$ cat config.mk
export PLATFORM = sky130hd
export DESIGN_NAME = icap_status_reader
export DESIGN_NICKNAME = d
export VERILOG_FILES = /design/src/rtl/icap_pkg.sv /design/src/rtl/icap_bitswap.sv /design/src/rtl/icap_status_reader.sv
export SDC_FILE = /design/constraint.sdc
export NUM_CORES = 1
export LEC_CHECK = 0
export BUFFER_PORTS_ARGS = -buffer_cell sky130_fd_sc_hd__buf_2
export CAP_MARGIN = 40
export CORE_ASPECT_RATIO = 1.2
export CORE_UTILIZATION = 49
export DETAILED_ROUTE_END_ITERATION = 7
export PLACE_DENSITY = 0.8
export SLEW_MARGIN = 20
export SYNTH_ARGS = -nofsm -noshare
export SYNTH_HDL_FRONTEND = slang
export SYNTH_HIERARCHICAL = 1
export SYNTH_SLANG_ARGS = --single-unit
$ cat constraint.sdc
create_clock -name clk -period 2.3 [get_ports clk]
set_input_delay 0.345 -clock clk [delete_from_list [all_inputs] [get_ports clk]]
set_output_delay 0.345 -clock clk [all_outputs]
set_load 0.01 [all_outputs]
$ cat src/rtl/icap_pkg.sv
// ----------------------------------------------------------------------------
// icap_pkg
// Shared ICAPE2 definitions: configuration command words, configuration
// register addresses and the readback sequencer state type. The multiboot
// reboot sequencer imports the same package.
// ----------------------------------------------------------------------------
package icap_pkg;

  // Command / packet words, logical (unswapped) bit order
  localparam logic [31:0] ICAP_DUMMY       = 32'hFFFF_FFFF;
  localparam logic [31:0] ICAP_SYNC        = 32'hAA99_5566;
  localparam logic [31:0] ICAP_NOP         = 32'h2000_0000;
  localparam logic [31:0] ICAP_DESYNC_HDR  = 32'h3000_8001; // Type-1 write CMD, 1 word
  localparam logic [31:0] ICAP_CMD_DESYNC  = 32'h0000_000D;
  localparam logic [31:0] ICAP_CMD_IPROG   = 32'h0000_000F;
  localparam logic [31:0] ICAP_RD_HDR_BASE = 32'h2800_0001; // Type-1 read, 1 word

  // Configuration register addresses
  localparam logic [4:0] REG_STAT    = 5'h07;
  localparam logic [4:0] REG_IDCODE  = 5'h0C;
  localparam logic [4:0] REG_WBSTAR  = 5'h10;
  localparam logic [4:0] REG_BOOTSTS = 5'h16;

  typedef enum logic [2:0] {
    IDLE,
    WR_HDR,
    TO_RD,
    RD_WAIT,
    TO_WR1,
    TO_WR2,
    DESYNC,
    FIN
  } icap_rd_state_t;

  // Type-1 read header: register address sits in bits [17:13]
  function automatic logic [31:0] icap_rd_hdr(input logic [4:0] sel);
    return ICAP_RD_HDR_BASE | {14'd0, sel, 13'd0};
  endfunction

endpackage

$ cat src/rtl/icap_bitswap.sv
// ----------------------------------------------------------------------------
// icap_bitswap
// Per-byte bit reversal between logical word order and the raw ICAPE2
// primitive order. The mapping is its own inverse, so the same block serves
// both the write and the read paths.
// Ports:
//   i_word  in  32  word in either order
//   o_word  out 32  word with the bits of every byte reversed
// ----------------------------------------------------------------------------
module icap_bitswap (
  input  logic [31:0] i_word,
  output logic [31:0] o_word
);

  for (genvar b = 0; b < 4; b++) begin : g_byte
    for (genvar k = 0; k < 8; k++) begin : g_bit
      assign o_word[8*b + k] = i_word[8*b + 7 - k];
    end
  end

endmodule

$ cat src/rtl/icap_status_reader.sv
// ----------------------------------------------------------------------------
// icap_status_reader
// ICAPE2 readback sequencer. On a request it syncs the configuration logic,
// issues a Type-1 read of one configuration register, captures the returned
// word (converted back to logical bit order) and desyncs again.
// Every output is a register loaded from the decode of the current state, so
// the ICAP pins trail the state register by one cycle.
// Ports:
//   clk         in   1   ICAP clock
//   rst_n       in   1   asynchronous active-low reset
//   req         in   1   start pulse, sampled only in IDLE
//   reg_sel     in   5   configuration register address, latched at accept
//   busy        out  1   sequence in progress
//   done        out  1   one-cycle pulse, rdata valid from here on
//   rdata       out  32  last captured word
//   icap_owned  out  1   ICAP mux select for the top level (equals busy)
//   icap_csib   out  1   ICAP chip select, active low
//   icap_rdwrb  out  1   0 = write, 1 = read
//   icap_i      out  32  word to ICAP, logical order
//   icap_o      in   32  word from ICAP, raw primitive order
// ----------------------------------------------------------------------------
module icap_status_reader
  import icap_pkg::*;
#(
  parameter int          READ_LAT   = 4,
  parameter logic [31:0] DUMMY_WORD = 32'hFFFF_FFFF,
  parameter logic [31:0] SYNC_WORD  = 32'hAA99_5566
) (
  input  logic        clk,
  input  logic        rst_n,
  input  logic        req,
  input  logic [4:0]  reg_sel,
  output logic        busy,
  output logic        done,
  output logic [31:0] rdata,
  output logic        icap_owned,
  output logic        icap_csib,
  output logic        icap_rdwrb,
  output logic [31:0] icap_i,
  input  logic [31:0] icap_o
);

  if (READ_LAT < 3 || READ_LAT > 15) begin : g_bad_read_lat
    $error("icap_status_reader: READ_LAT must be within 3..15");
  end

  localparam logic [3:0] LAST_RD = 4'(READ_LAT - 1);

  icap_rd_state_t r_state, w_state_nxt;
  logic [3:0]  r_cnt, w_cnt_nxt;
  logic [4:0]  r_sel;
  logic        r_busy, r_done, r_csib, r_rdwrb;
  logic [31:0] r_rdata, r_icap_i;

  logic        w_busy, w_done, w_csib, w_rdwrb, w_capture;
  logic [31:0] w_icap_i, w_icap_o_sw;

  icap_bitswap u_rd_swap (
    .i_word (icap_o),
    .o_word (w_icap_o_sw)
  );

  always_ff @(posedge clk or negedge rst_n) begin
    if (!rst_n) begin
      r_state <= IDLE;
      r_cnt   <= '0;
    end else begin
      r_state <= w_state_nxt;
      r_cnt   <= w_cnt_nxt;
    end
  end

  always_comb begin
    w_state_nxt = r_state;
    w_cnt_nxt   = r_cnt + 4'd1;
    w_busy      = 1'b1;
    w_done      = 1'b0;
    w_csib      = 1'b1;
    w_rdwrb     = 1'b0;
    w_icap_i    = DUMMY_WORD;
    w_capture   = 1'b0;
    unique case (r_state)
      IDLE: begin
        w_busy = 1'b0;
        if (req) w_state_nxt = WR_HDR;
      end
      WR_HDR: begin
        // slot 0 is the pad word with CSIB still high
        w_csib = (r_cnt == 4'd0);
        case (r_cnt)
          4'd0:    w_icap_i = DUMMY_WORD;
          4'd1:    w_icap_i = SYNC_WORD;
          4'd3:    w_icap_i = icap_rd_hdr(r_sel);
          default: w_icap_i = ICAP_NOP;
        endcase
        if (r_cnt == 4'd5) w_state_nxt = TO_RD;
      end
      TO_RD: begin
        // direction flips only while deselected
        w_rdwrb     = 1'b1;
        w_state_nxt = RD_WAIT;
      end
      RD_WAIT: begin
        w_csib  = 1'b0;
        w_rdwrb = 1'b1;
        if (r_cnt == LAST_RD) begin
          w_capture   = 1'b1;
          w_state_nxt = TO_WR1;
        end
      end
      TO_WR1: begin
        w_rdwrb     = 1'b1;
        w_state_nxt = TO_WR2;
      end
      TO_WR2: begin
        w_state_nxt = DESYNC;
      end
      DESYNC: begin
        w_csib = 1'b0;
        case (r_cnt)
          4'd0:    w_icap_i = ICAP_DESYNC_HDR;
          4'd1:    w_icap_i = ICAP_CMD_DESYNC;
          default: w_icap_i = ICAP_NOP;
        endcase
        if (r_cnt == 4'd3) w_state_nxt = FIN;
      end
      FIN: begin
        w_busy      = 1'b0;
        w_done      = 1'b1;
        w_state_nxt = IDLE;
      end
      default: w_state_nxt = IDLE;
    endcase
    // shared counter restarts at every state entry and idles at zero
    if (w_state_nxt != r_state || r_state == IDLE) w_cnt_nxt = '0;
  end

  always_ff @(posedge clk or negedge rst_n) begin
    if (!rst_n) begin
      r_sel    <= '0;
      r_busy   <= 1'b0;
      r_done   <= 1'b0;
      r_csib   <= 1'b1;
      r_rdwrb  <= 1'b0;
      r_icap_i <= DUMMY_WORD;
      r_rdata  <= '0;
    end else begin
      if (r_state == IDLE && req) r_sel <= reg_sel;
      r_busy   <= w_busy;
      r_done   <= w_done;
      r_csib   <= w_csib;
      r_rdwrb  <= w_rdwrb;
      r_icap_i <= w_icap_i;
      if (w_capture) r_rdata <= w_icap_o_sw;
    end
  end

  assign busy       = r_busy;
  assign icap_owned = r_busy;
  assign done       = r_done;
  assign rdata      = r_rdata;
  assign icap_csib  = r_csib;
  assign icap_rdwrb = r_rdwrb;
  assign icap_i     = r_icap_i;

endmodule

==> metrics.csv, run 1 <==
metric;value;unit
finClkSkew;0.0103;ns
max_slew_margin;0.588;
drt_iter0_markers;91;
sequentialPowerShare;0.422;
floorplan.io_pins;109;
p_int;2.87;mW
ant_nets;0;
finalWeightedCongestion;0.811;
powerDensity;1340;nW/um^2
rsz0062_at_grt;false;
synth_edf_count;0;
crit-reg2reg-launch;r_cnt[0]$_DFF_PN0_;
outcome;complete, no violations;
numCtsBuffers;9;
reg2reg_slack;0.25;ns
rows;30;
p_switching;1.51;mW
fmax;489;MHz
fp.dieW;71.9;um
clk_transition_reported_paths;0.07;ns
core;5670;um^2
dr.pass1.iters;4;
drc;0;
setup_viol;0;
cap_violations;0;
die_area;6180;um^2
start_kind;flop;
cts_buffer_depth;2;
synthFlopType;dfrtp_1;
grt_max_degree;31;
cp_max_fo;21;
tightest_slew;0.616;ns
cts-root-buf;clkbuf_8;
track_usage;0.163;
grt_pass1_vias;1655;
syn_inst;230;
start_util;0.507;
endpoint;rdata[21]$_DFFE_PN0P_;
finalCriticalPeriod;2.05;ns
synth_top_area_frac;0.409;
swShare;0.345;
leakagePower;1.62;nW
cts.sinks;61;
synth.cell_area;2880;um^2
dr_total_vias;1756;
period_share;0.889;
rr_worst_depth;5;
placed_cell_area;3090;um^2
viasPerCell;4.66;
drv_slew;0;
ys_seq_elements;61;
antenna_found_initial;0;
synth_cell_type_count;38;
hold_class;in2reg;
synthTopCellsByArea;dfrtp_1 41%, buf_4 14%, dfstp_2 13%;
irDropWorstVdd;0.000617;V
layout-drive-gt1-share;0.609;
io_buffers;108;
wl_per_cell;12.5;um
grt_overflow_total;0;
wl;4.70;mm
postLayoutCellArea;3280;um^2
grt_first_pass_wirelength;7.51;mm
reg2reg_to;rdata[21]$_DFFE_PN0P_;
synth_common_cells;53 x buf_4, 47 x dfrtp_1, 32 x mux2_2, 14 x dfstp_2, 11 x nand2_1;
dp_hpwl;3.53;mm
power_frac_comb;0.389;
fp.dieH;85.9;um
cts_tree;built;
hold_viol;0;
ys_warn_count;6;
clock_latency;0.33;ns
cp.required;2.51;ns
syn_avg_cell_area;12.5;um^2
post_cts.repair.setup_buffers;0;
cp.arrival;2.25;ns
yosys.area.top_type;dfrtp_1;
diodes;0;
nets;335;
crit_type;reg2reg;
synth_seq_area_share;0.537;
endpoint_kind;flop;
h-tree-depth;3;
async_reset_ff_frac;1.00;
clockPowerShare;0.190;
fin_tns_setup;0;ns
cp-startpoint;r_cnt[0]$_DFF_PN0_;
syn2layout_area_growth;14.1;%
post-synth-top-count-cell;buf_4;
syn_nets;273;
-- flip-flops by register name, indices dropped and copies added, names as in the netlist --
| signal | count |
|---|---|
| rdata | 32 |
| icap_i | 13 |
| r_sel | 5 |
| r_cnt | 4 |
| r_state | 3 |
| busy | 1 |
| done | 1 |
| icap_csib | 1 |
| icap_rdwrb | 1 |
-- power by group through the flow --
| stage | clock, mW | combinational [mW] | sequential (mW) |
|---|---|---|---|
| 2_1_floorplan | 0 | 1.15 | 1.98 |
| 3_3_place_gp | 0 | 1.68 | 1.85 |
| 3_5_place_dp | 0 | 1.72 | 1.87 |
| 4_1_cts | 0.854 | 1.73 | 1.85 |
| 5_1_grt | 0.916 | 1.88 | 1.91 |
| 6_report | 0.831 | 1.71 | 1.85 |
-- through the flow --
stage / hold slack, ns / std cells / utilization / worst slack [ns] / power, mW
after floorplan: 0.0494 / 230 / - / 0.270 / 3.14
after global placement: 0.184 / 360 / 0.546 / 0.322 / 3.54
after detailed placement: 0.192 / 360 / 0.546 / 0.258 / 3.60
after CTS: 0.212 / 377 / 0.579 / 0.254 / 4.44
after global routing: 0.218 / 377 / 0.579 / 0.155 / 4.71
final: 0.224 / 377 / 0.579 / 0.255 / 4.38
-- area by class of cell --
cell class,count,area (um^2)
clock inverter,4,22.5
multi-input combinational,101,852
fill,506,2390
tap,80,100
timing repair buffer,114,588
inverter,5,18.8
clock buffer,12,155
sequential,61,1540
-- timing repair --
action | in CTS | in global routing
endpoints found under the hold margin | 6 | 0
endpoints found under the setup margin | 0 | 0
gates resized for setup | 0 | 0
hold buffers | 1 | 0
-- layer usage --
layer	wire length, um	vias up	share of wire	track usage
met1	1980	834	0.42	0.198
met5	0	-	0	0
met4	122	0	0.026	0.118
met3	235	10	0.050	0.0353
li1	-	852	-	-
met2	2360	60	0.50	0.254
-- worst max-delay path, cell delays in order (launching register included) --
cell,delay (ns)
dfrtp_1,0.41
ha_1,0.18
or3b_1,0.49
nor3_4,0.17
buf_4,0.30
mux2_2,0.38
-- cells by family (layout without fill, tap and decap cells) --
family,count (synthesis),in the layout,share of synthesized area
AO/OA/AOI/OAI,27,27,0.0627
XOR/XNOR,2,2,0.00609
adder cells (fa/ha/maj),3,3,0.0131
buffers and inverters,68,135,0.167
flip-flops,61,61,0.537
multiplexers,39,39,0.153
AND/OR/NAND/NOR,30,30,0.0618
-- layout by cell type, fill, tap and decap left out, types with 2 or more instances in the layout --
master / netlist / routed
mux2_1: 7 / 7
o21ai_0: 4 / 4
buf_2: 2 / 108
a31oi_1: 2 / 2
a21o_1: 2 / 2
nand2_1: 11 / 11
nor2_1: 5 / 5
o21a_1: 2 / 2
or2_2: 2 / 2
a22oi_1: 2 / 2
a21boi_0: 2 / 2
buf_4: 53 / 5
clkinv_2: 0 / 3
mux2_2: 32 / 32
and3b_1: 2 / 2
a21oi_1: 8 / 8
clkbuf_8: 0 / 11
ha_1: 3 / 3
inv_1: 5 / 5
dfstp_2: 14 / 14
dfrtp_1: 47 / 47
-- worst min-delay path by stage --
stage	startpoint	to	slack (ns)	cells after the start
detailed placement	rst_n	rdata[8]$_DFFE_PN0P_	0.19	1
CTS	icap_o[11]	rdata[12]$_DFFE_PN0P_	0.21	2
global route	icap_o[20]	rdata[19]$_DFFE_PN0P_	0.22	2
floorplan	rst_n	busy$_DFF_PN0_	0.05	0
finish	icap_o[11]	rdata[12]$_DFFE_PN0P_	0.22	2
global placement	rst_n	rdata[8]$_DFFE_PN0P_	0.18	1
Note: power is estimated with default switching activity, not from simulation.
==> run 2: changes to the inputs <==
--- a/config.mk
+++ b/config.mk
@@ -8,6 +8,7 @@
 export BUFFER_PORTS_ARGS = -buffer_cell sky130_fd_sc_hd__buf_2
 export CAP_MARGIN = 40
 export CORE_ASPECT_RATIO = 1.2
+export CORE_MARGIN = 2
 export CORE_UTILIZATION = 49
 export DETAILED_ROUTE_END_ITERATION = 7
 export PLACE_DENSITY = 0.8
==> constraint.sdc (replaced) <==
create_clock -name clk -period 2.2 [get_ports clk]
set_input_delay 0.33 -clock clk [delete_from_list [all_inputs] [get_ports clk]]
set_output_delay 0.33 -clock clk [all_outputs]
set_load 0.01 [all_outputs]
==> run 2 against run 1 <==
  * Utilization increased by 0.066 points
  * Clock-buffer cell count increased by 1
  * Highest routed layer unchanged
  * Sequential power increased by 4%
  * Critical path type unchanged
==> metrics.csv, run 2 (same netlist as run 1, synthesis figures left out) <==
metric;value;unit;change
start_util;0.507;;unchanged
h-tree-depth;3;;unchanged
numCtsBuffers;9;;unchanged
grt_overflow_total;0;;unchanged
grtUsageMet2;0.245;;-0.00873
irDropWorstVdd;0.000536;V;-13%
grt_util_met1;0.176;;-0.0228
viasPerCell;4.65;;-0.13%
power_frac_comb;0.399;;+0.010
p_int;2.98;mW;+3.9%
worst-path-buf-inv;1;;unchanged
track_usage;0.154;;-0.00843
dr_total_vias;1749;;-0.40%
ant_nets;0;;unchanged
leakagePower;1.62;nW;about the same
cp_slowest_cell;or3b_1;;
diodes;0;;unchanged
clock_latency;0.32;ns;about the same
cts.sinks;61;;unchanged
die_area;6500;um^2;+5.2%
reg2reg_slack;0.26;ns;about the same
final_cell_mix;108 x buf_2, 47 x dfrtp_1, 32 x mux2_2;;
p_switching;1.55;mW;+2.0%
fp.dieW;73.9;um;+2.8%
cp_max_fo;15;;-29%
cts-root-buf;clkbuf_8;;
rr_worst_depth;5;;unchanged
endpoint_kind;flop;;
layout-drive-gt1-share;0.605;;-0.00470
hold_class;in2async;;
grt_first_pass_wirelength;7.41;mm;-1.4%
cp.arrival;2.14;ns;-0.11 ns
cp.required;2.40;ns;-0.11 ns
finClkSkew;0.00997;ns;-0.000324 ns
cts_tree;built;;
drv_slew;0;;unchanged
drc;0;;unchanged
io_buffers;108;;unchanged
clockPowerShare;0.176;;-0.014
timing.hold.ws;0.0212;ns;-0.203 ns
dp_hpwl;3.49;mm;-1.2%
max_slew_margin;0.589;;+0.00133
grt_max_degree;35;;+13%
rows;30;;unchanged
fin_tns_setup;0;ns;unchanged
final_common_cell;buf_2;;
swShare;0.341;;-0.00418
wl;4.59;mm;-2.3%
wl_per_cell;12.2;um;-2.0%
setup_viol;0;;unchanged
cts_resized;0;;unchanged
sequentialPowerShare;0.425;;+0.003
finalCriticalPeriod;1.94;ns;-0.103 ns
hold_viol;0;;unchanged
path_delay_family;simple AND/OR/NAND/NOR gates;;
fillers;486;;-4.0%
post_cts.repair.setup_buffers;0;;unchanged
crit_type;reg2reg;;
dr.pass1.iters;4;;unchanged
floorplan.io_pins;109;;unchanged
tightest_slew;0.617;ns;+0.000705 ns
powerDensity;1380;nW/um^2;+3.2%
largest_reg_flops;32;;unchanged
antenna_found_initial;0;;unchanged
core;5670;um^2;unchanged
period_share;0.883;;-0.00632
postCtsHoldBufs;0;;-1
crit-reg2reg-launch;r_cnt[0]$_DFF_PN0_;;
critPathMaxStageDelay;0.42;ns;-0.07 ns
outcome;complete, no violations;;
finalWeightedCongestion;0.719;;-11%
clk_transition_reported_paths;0.06;ns;about the same
fp.dieH;87.9;um;+2.3%
grt_pass1_vias;1655;;unchanged
nets;335;;unchanged
path_cells;ha_1 > or3b_1 > nor3_4 > buf_4 > mux2_2;;
syn2layout_area_growth;14.2;%;
top_usage_layer;met2;;
cts_buffer_depth;2;;unchanged
reg2reg_to;rdata[16]$_DFFE_PN0P_;;
drt_iter0_markers;60;;-34%
start_kind;flop;;
rsz0062_at_grt;false;;
fmax;515;MHz;+5.3%
gr-usage-met3;0.0702;;+0.0349
cap_violations;0;;unchanged
-- run 2: changes by cell type in the layout (fill, tap and decap cells not counted), sizes merged --
| cell | before | now |
|---|---|---|
| buf | 113 | 114 |
| clkbuf | 12 | 13 |
| clkinv | 3 | 2 |
| clkinvlp | 1 | 0 |
| dlygate4sd3 | 1 | 0 |
-- run 2: per-stage QoR --
stage,cell area (um^2),std cells,util,total power [mW],setup slack [ns]
floorplan,2880,230,-,3.28,0.170
global placement,3130,361,0.551,3.72,0.304
detailed placement,3130,361,0.551,3.78,0.246
CTS,3280,376,0.579,4.59,0.244
global route,3280,376,0.579,4.88,0.176
finish,3280,376,0.579,4.53,0.258
-- run 2: how the worst max path moves through the flow --
| stage | start | to | slack [ns] | depth (start not counted) |
|---|---|---|---|---|
| floorplan | r_cnt[0]$_DFF_PN0_ | rdata[0]$_DFFE_PN0P_ | 0.17 | 7 |
| global placement | r_cnt[0]$_DFF_PN0_ | rdata[7]$_DFFE_PN0P_ | 0.30 | 5 |
| detailed placement | r_cnt[0]$_DFF_PN0_ | rdata[15]$_DFFE_PN0P_ | 0.25 | 5 |
| CTS | r_cnt[0]$_DFF_PN0_ | rdata[15]$_DFFE_PN0P_ | 0.24 | 5 |
| global route | r_cnt[0]$_DFF_PN0_ | rdata[7]$_DFFE_PN0P_ | 0.18 | 5 |
| finish | r_cnt[0]$_DFF_PN0_ | rdata[16]$_DFFE_PN0P_ | 0.26 | 5 |
-- run 2: worst register-to-register path, delay by kind of cell (launching register included) --
family	cells	cell delay (ns)
AND/OR/NAND/NOR	2	0.61
multiplexers	1	0.37
adder cells (fa/ha/maj)	1	0.18
buffers and inverters	1	0.27
flip-flops	1	0.41
-- run 2: final cells by class --
class | count | area, um^2 | share of cell area
inverter | 5 | 18.8 | 0.00571
clock inverter | 2 | 10.0 | 0.00305
multi-input combinational | 101 | 852 | 0.259
clock buffer | 13 | 149 | 0.0453
tap | 80 | 100 | 0.0305
timing repair buffer | 114 | 611 | 0.186
sequential | 61 | 1540 | 0.470
-- run 2: metal layers --
| metal | vias to the layer above | wire length [um] |
|---|---|---|
| met4 | 0 | 76 |
| met2 | 62 | 2210 |
| met1 | 831 | 1990 |
| li1 | 851 | - |
| met3 | 5 | 305 |
| met5 | - | 0 |
-- run 2: power groups by stage --
stage | sequential, mW | clock (mW) | combinational [mW]
final | 1.92 | 0.797 | 1.81
after global routing | 1.99 | 0.886 | 2.00
after CTS | 1.93 | 0.831 | 1.83
after detailed placement | 1.95 | 0 | 1.83
after global placement | 1.93 | 0 | 1.79
after floorplan | 2.07 | 0 | 1.20
